**config.mk**
```make
export PLATFORM = sky130hd
export DESIGN_NAME = ones_counter
export DESIGN_NICKNAME = d
export VERILOG_FILES = /design/src/rtl/ones_counter.sv
export SDC_FILE = /design/constraint.sdc
export NUM_CORES = 1
export LEC_CHECK = 0
export CAP_MARGIN = 20
export CORE_ASPECT_RATIO = 1.4
export CORE_MARGIN = 4
export CORE_UTILIZATION = 38
export CTS_CLUSTER_DIAMETER = 60
export CTS_CLUSTER_SIZE = 12
export DETAILED_ROUTE_END_ITERATION = 7
export HOLD_SLACK_MARGIN = 0.06
export PLACE_DENSITY_LB_ADDON = 0.1
export SYNTH_ARGS = -nofsm -noshare
export SYNTH_HDL_FRONTEND = slang
export SYNTH_SLANG_ARGS = --single-unit
```
**constraint.sdc**
```tcl
create_clock -name clk -period 1.5 [get_ports clk]
set_input_delay 0.3 -clock clk [delete_from_list [all_inputs] [get_ports clk]]
set_output_delay 0.3 -clock clk [all_outputs]
set_load 0.03 [all_outputs]
```
**src/rtl/ones_counter.sv**
```systemverilog
// ones_counter
//   Counts the 1 bits of a captured data word, one bit per clock, and
//   presents the running count as a 4-bit value for a hex display decoder.
//   A three-state controller (IDLE/COUNT/DONE) drives a right-shift register
//   and a 4-bit accumulator.
//
// Parameters
//   WIDTH    data word width, 1..15 (count always fits in 4 bits)
//
// Ports
//   clk      rising-edge clock
//   reset    asynchronous, active-high reset
//   start    level request; sampled only in IDLE and DONE
//   data_in  word to count; captured on the accepting edge in IDLE
//   result   number of 1s counted so far / final count
//   done     high while in DONE
//   busy     high while in COUNT
//
// Build option
//   ONES_COUNTER_EARLY_EXIT_EN: when defined, COUNT ends as soon as the
//   remaining shift-register contents are zero, so latency depends on the
//   highest set bit. When undefined, COUNT always lasts WIDTH cycles.
//   The final result is the same in both builds.

module ones_counter #(
    parameter int unsigned WIDTH = 8
) (
    input  logic             clk,
    input  logic             reset,
    input  logic             start,
    input  logic [WIDTH-1:0] data_in,
    output logic [3:0]       result,
    output logic             done,
    output logic             busy
);

    typedef enum logic [1:0] {
        IDLE  = 2'd0,
        COUNT = 2'd1,
        DONE  = 2'd2
    } state_t;

    state_t           state;
    state_t           state_next;
    logic [WIDTH-1:0] a;
    logic             last;

`ifdef ONES_COUNTER_EARLY_EXIT_EN
    // Stop once no set bits remain beyond the one being added this cycle.
    assign last = ((a >> 1) == '0);
`else
    localparam int unsigned KW = $clog2(WIDTH) + 1;
    localparam logic [KW-1:0] K_LAST = KW'(WIDTH - 1);

    logic [KW-1:0] k;

    assign last = (k == K_LAST);
`endif

    always_ff @(posedge clk or posedge reset) begin
        if (reset) begin
            state <= IDLE;
        end else begin
            state <= state_next;
        end
    end

    always_comb begin
        state_next = state;
        case (state)
            IDLE:    if (start) state_next = COUNT;
            COUNT:   if (last)  state_next = DONE;
            DONE:    if (!start) state_next = IDLE;
            default: state_next = IDLE;
        endcase
    end

    // Datapath: result is only cleared by reset or an accepting edge, so the
    // display keeps the last count through DONE and IDLE.
    always_ff @(posedge clk or posedge reset) begin
        if (reset) begin
            a      <= '0;
            result <= '0;
`ifndef ONES_COUNTER_EARLY_EXIT_EN
            k      <= '0;
`endif
        end else begin
            case (state)
                IDLE: begin
                    if (start) begin
                        a      <= data_in;
                        result <= '0;
`ifndef ONES_COUNTER_EARLY_EXIT_EN
                        k      <= '0;
`endif
                    end
                end
                COUNT: begin
                    result <= result + 4'(a[0]);
                    a      <= a >> 1;
`ifndef ONES_COUNTER_EARLY_EXIT_EN
                    k      <= k + 1'b1;
`endif
                end
                default: ;
            endcase
        end
    end

    // Pure decodes of the state register.
    assign done = (state == DONE);
    assign busy = (state == COUNT);

endmodule

```
# ---- Word-level counts from Yosys, hierarchy flattened
# Cells that the tools add are included.
dict set report totals {
  memories 0
  ff_bits 18
  latchBits 0
  wordCells 25
  ramBits 0
  rom_bits 0
  output_inout_bits 6
  input_bits 11
}
dict set report op_classes {
  mux 9
  add_sub_neg 2
  n_bitwise 0
  n_mul 0
  n_reduce_logical 4
  eq_ne 6
  shifts 0
  n_lt_le_gt_ge 0
  n_div 0
}
# operator n
set op_table {}
lappend op_table {{4-bit one-hot mux with 2 select lines} 2}
lappend op_table {{8-bit one-hot mux with 2 select lines} 1}
lappend op_table {{8-bit two-way mux} 1}
lappend op_table {{2-bit two-way mux} 3}
lappend op_table {{2-bit one-hot mux with 3 select lines} 1}
lappend op_table {{4-bit by 1-bit adder with 4-bit output} 1}
lappend op_table {{4-bit by 1-bit adder with 4-bit output (second input constant)} 1}
lappend op_table {{4-bit by 3-bit == test with 1-bit output (second input constant)} 1}
lappend op_table {{4-bit two-way mux} 1}
lappend op_table {{2-bit inequality test (second input constant)} 2}
lappend op_table {{3-bit AND reduction} 1}
lappend op_table {{2-bit by 1-bit == test with 1-bit output (second input constant)} 1}
lappend op_table {{2-bit == test (second input constant)} 1}
lappend op_table {{2-bit logical NOT} 1}
lappend op_table {{2-bit by 1-bit inequality test with 1-bit output (second input constant)} 1}
lappend op_table {{2-bit AND reduction} 1}
lappend op_table {{2-bit nonzero test} 1}

# ---- Depth between registers and ports, before layout
dict set report depth {
  ltp_word 3
  mapped_depth 5
  mapped_depth_nobuf 5
}

# ---- Least setup slack after synthesis
# Ideal clock, no wire load.
dict set report synth_timing {
  path_type {reg2out}
  startpoint {reg state[1]}
  endpoint {out done}
  required_ns 1.200
  stages_incl_launch_ff 3
  slack_ns 0.155
  arrival_time_ns 1.045
  path_cell_list {dfrtp_1 buf_2 nor2b_1}
}
dict set report synth_via {
  elab_chain_cells 1
}
# element line_no
set synth_rtl {}
lappend synth_rtl {{start, declared} 43} ;# state_t state;
lappend synth_rtl {{start signal, assigned} 64} ;# state <= state_next;
lappend synth_rtl {{2-bit == test} 111} ;# assign done = (state == DONE);
lappend synth_rtl {{end, declared} 33} ;# output logic done,
# No other way between the ends.

# ---- Final worst setup path
dict set report layout_timing {
  startpoint {reg state[1]}
  endpoint {out busy}
}
dict set report layout_via {
  elab_chain_cells 1
}
# element line_no
set layout_rtl {}
lappend layout_rtl {{2-bit by 1-bit == test with 1-bit output} 112} ;# assign busy = (state == COUNT);
lappend layout_rtl {{end, declared} 34} ;# output logic busy
# No other way between the ends.

==> flow_summary.yaml <==
finish:
  fin_cells: 131
  areaGrowthSynthToFinish_pct: 29.8
  final_nets: 124
  num_antenna_cells: 0
  drive_above_1_share_pct: 14.7
  multi_input_area_sq_um: 403
  fillers: 236
  register_area_sq_um: 450
pwr:
  cellLeakagePower_nw: 0.559
  combPwrFrac_pct: 44.7
  p_total_w: 0.00196
  internal_power_w: 0.00121
  ir_drop_v: 0.000883
  power_switching_w: 0.000745
  power_frac_clock_pct: 14.9
  powerDensity_nw_per_um2: 1720
  swShare_pct: 38.1
  seqPwrFrac_pct: 40.4
global_routing:
  grt_antenna_before_repair: 0
  grtUsageTotal_pct: 13.8
  grt-ovfl-total: 0
  grtUsageMet3_pct: 3.22
  grt_pass1_wl_um: 3430
  busiest_layer: "met2"
  use_met2_pct: 22.4
  grt.met1_usage_pct: 17.2
  first_global_vias: 746
  grt_start_max_net_pins: 20
cts:
  cts_hold_buffers: 0
  numCtsBuffers: 3
  insertion_delay_ns: 0.29
  cts_buffer_depth: 2
  path_clk_slew_ns: 0.10
  h-tree-depth: 1
  clock_sinks: 18
  cts_tree: "done"
  ctsRootBufferMaster: "clkbuf_4"
timing:
  max_freq_ghz: 0.695
  period_share_pct: 96.0
  worst_pin_slew_ns: 0.307
  rsz0062_at_grt: "yes"
  relSlewSlack_pct: 79.6
  period_needed_ns: 1.44
  fin_skew_ns: 0.00281
  report.final.setup_viol: 0
  drv_slew: 0
  hold_violations: 0
routing:
  via_per_inst: 5.56
  drt_iter0_drc: 16
  firstDrtPassIters: 4
  wl_per_cell_um: 14.6
  drc: 0
  vias: 729
  drt.antenna.violating_nets: 0
  wirelength_um: 1920
worst_setup_path:
  r2r_slack_ns: 0.25
  endpoint_kind: "output port"
  crit_buf_inv: 2
  crit_cells: 3
  crit_fanout: 3
  arrival_ns: 1.14
  crit_end: "busy"
  reg2reg_to: "k[3]$_DFFE_PP0P_"
  crit_slowest_cell: "dfrtp_1"
  max_stage_delay_ns: 0.40
  timing.rr.start: "state[1]$_DFFE_PP0P_"
  r2r_cells: 5
  critPathTopFamily: "flip-flops"
  worst_ep_required_time_ns: 1.20
  startpoint_type: "register"
  startpoint: "state[1]$_DFFE_PP0P_"
  crit_type: "register to output port"
  cp_cell_sequence: "nand2b_1 -> clkinv_2 -> buf_4"
floorplanning:
  core-area_sq_um: 2200
  row_count: 20
  num_io_pins: 17
  fp.dieW_um: 48.6
  die_area_sq_um: 3160
  die_y_um: 64.9
  start_util_pct: 39.9
logic_synthesis:
  synth_compound_area_share_pct: 17.4
  synth_fp_nets: 101
  syn_area_sq_um: 878
  ys_seq_area_share_pct: 51.3
  synth.area.top_cells: "dfrtp_1 (51%), and3b_1 (6.0%), nand2_1 (5.6%), a21oi_1 (4.6%), o21ai_0 (4.6%)"
  avgSynthCellArea_sq_um: 10.1
  synth-xor-area-share_pct: 0
  synth_top_cell_by_area: "dfrtp_1"
  synth_fa_ha_area_share_pct: 4.27
  synth_cell_types: 21
  syn_inst: 87
  synth_top_family_by_area: "simple AND/OR/NAND/NOR gates"
  ys_ff_latch: 18
  synth_mux_area_share_pct: 3.42
  synth_top_area_share_pct: 51.3
  synth-simple-area-share_pct: 19.9
  ys_warn_count: 0
status:
  status: "finished clean"
placement:
  place_inst: 126
  port_buffers: 16
  hpwl_um: 1310
  place.gp.congestion: 0.726
run:
  max_cap_violations: 0
min_path:
  hold_path_class: "primary input to async pin"
synth_stat cells:
cell and count:
o21ai_0 8, nand2b_1 2, a21oi_1 8, nor2b_1 4, nand3_1 1, clkinv_1 1, o21ai_1 3, nand2_1 13
ha_1 3, inv_1 1, o21bai_1 1, buf_2 5, dfrtp_1 18, mux2i_1 3, o31ai_1 1, or3b_4 1
a22o_1 4, nand3b_1 1, and3b_1 6, nand4_1 2, a22oi_1 1
cell families after synthesis:
family / count (synthesis)
AO/OA/AOI/OAI: 26
multiplexers: 3
AND/OR/NAND/NOR: 30
buffers and inverters: 7
adder cells (fa/ha/maj): 3
flip-flops: 18
flip-flops by register name (all words and copies together) (netlist names):
signal,flops
a,8
k,4
result,4
state,2
final cells by class:
class	instances	share of cell area [%]
clock buffer	4	3.18
sequential	18	39.5
inverter	2	0.768
timing repair buffer	23	18.8
tap	22	2.41
multi-input combinational	62	35.3
layout by cell type (no fill, tap or decap), types with 2 or more instances in the layout:
cell type,count
o21ai_1,3
ha_1,3
nand2b_1,2
nor2b_1,3
a22o_1,4
nand4_1,2
mux2i_1,3
buf_6,3
clkbuf_4,3
nand2_1,13
clkdlybuf4s50_1,10
dlygate4sd2_1,4
and3b_1,6
a21oi_1,8
o21ai_0,8
buf_4,6
dfrtp_1,18
how the worst min path moves through the flow:
stage | startpoint | to | slack (ns) | depth (start not counted)
global placement | a[4]$_DFFE_PP0P_ | a[4]$_DFFE_PP0P_ | 0.47 | 2
CTS | reset | result[1]$_DFFE_PP0P_ | 0.31 | 3
finish | reset | result[1]$_DFFE_PP0P_ | 0.31 | 3
floorplan | reset | a[0]$_DFFE_PP0P_ | 0.24 | 1
detailed placement | a[6]$_DFFE_PP0P_ | a[6]$_DFFE_PP0P_ | 0.48 | 2
global route | reset | k[1]$_DFFE_PP0P_ | 0.35 | 3
power groups by stage:
stage	logic [W]	registers, W	clock network [W]
4_1_cts	0.000881	0.000787	0.000312
2_1_floorplan	0.000515	0.000844	0
5_1_grt	0.000982	0.000820	0.000326
3_5_place_dp	0.000852	0.000795	0
3_3_place_gp	0.000839	0.000795	0
6_report	0.000875	0.000790	0.000292
worst register-to-register path: cells and delay by family, from the launching register on:
family | cells | cell delay (ns)
buffers and inverters | 2 | 0.24
flip-flops | 1 | 0.40
multiplexers | 1 | 0.15
AND/OR/NAND/NOR | 2 | 0.36
through the flow:
stage	area (sq um)	setup TNS [ns]	hold WS, ns	worst slack, ns	utilization (%)
3_3_place_gp	1080	0	0.467	0.0307	49.1
2_1_floorplan	878	0	0.239	0.155	-
6_report	1140	0	0.315	0.0604	51.8
5_1_grt	1140	-0.0182	0.349	-0.0177	51.8
3_5_place_dp	1080	0	0.476	0.0301	49.1
4_1_cts	1140	0	0.312	0.0302	51.6
timing repair:
item / 4_1_cts / 5_1_grt
endpoints found under the hold margin: 0 / 0
setup buffers: 1 / 0
setup endpoints to repair: 6 / 2
pin swaps: 0 / 0
gates resized for setup: 9 / 1
per-layer routing:
| layer | part of all wire [%] | up-vias | wire [um] |
|---|---|---|---|
| met5 | 0 | - | 0 |
| met4 | 2.5 | 0 | 48 |
| met3 | 4.4 | 6 | 84 |
| met2 | 47 | 20 | 909 |
| met1 | 46 | 350 | 877 |
| li1 | - | 353 | - |
Power figures use the tool's default switching activity.
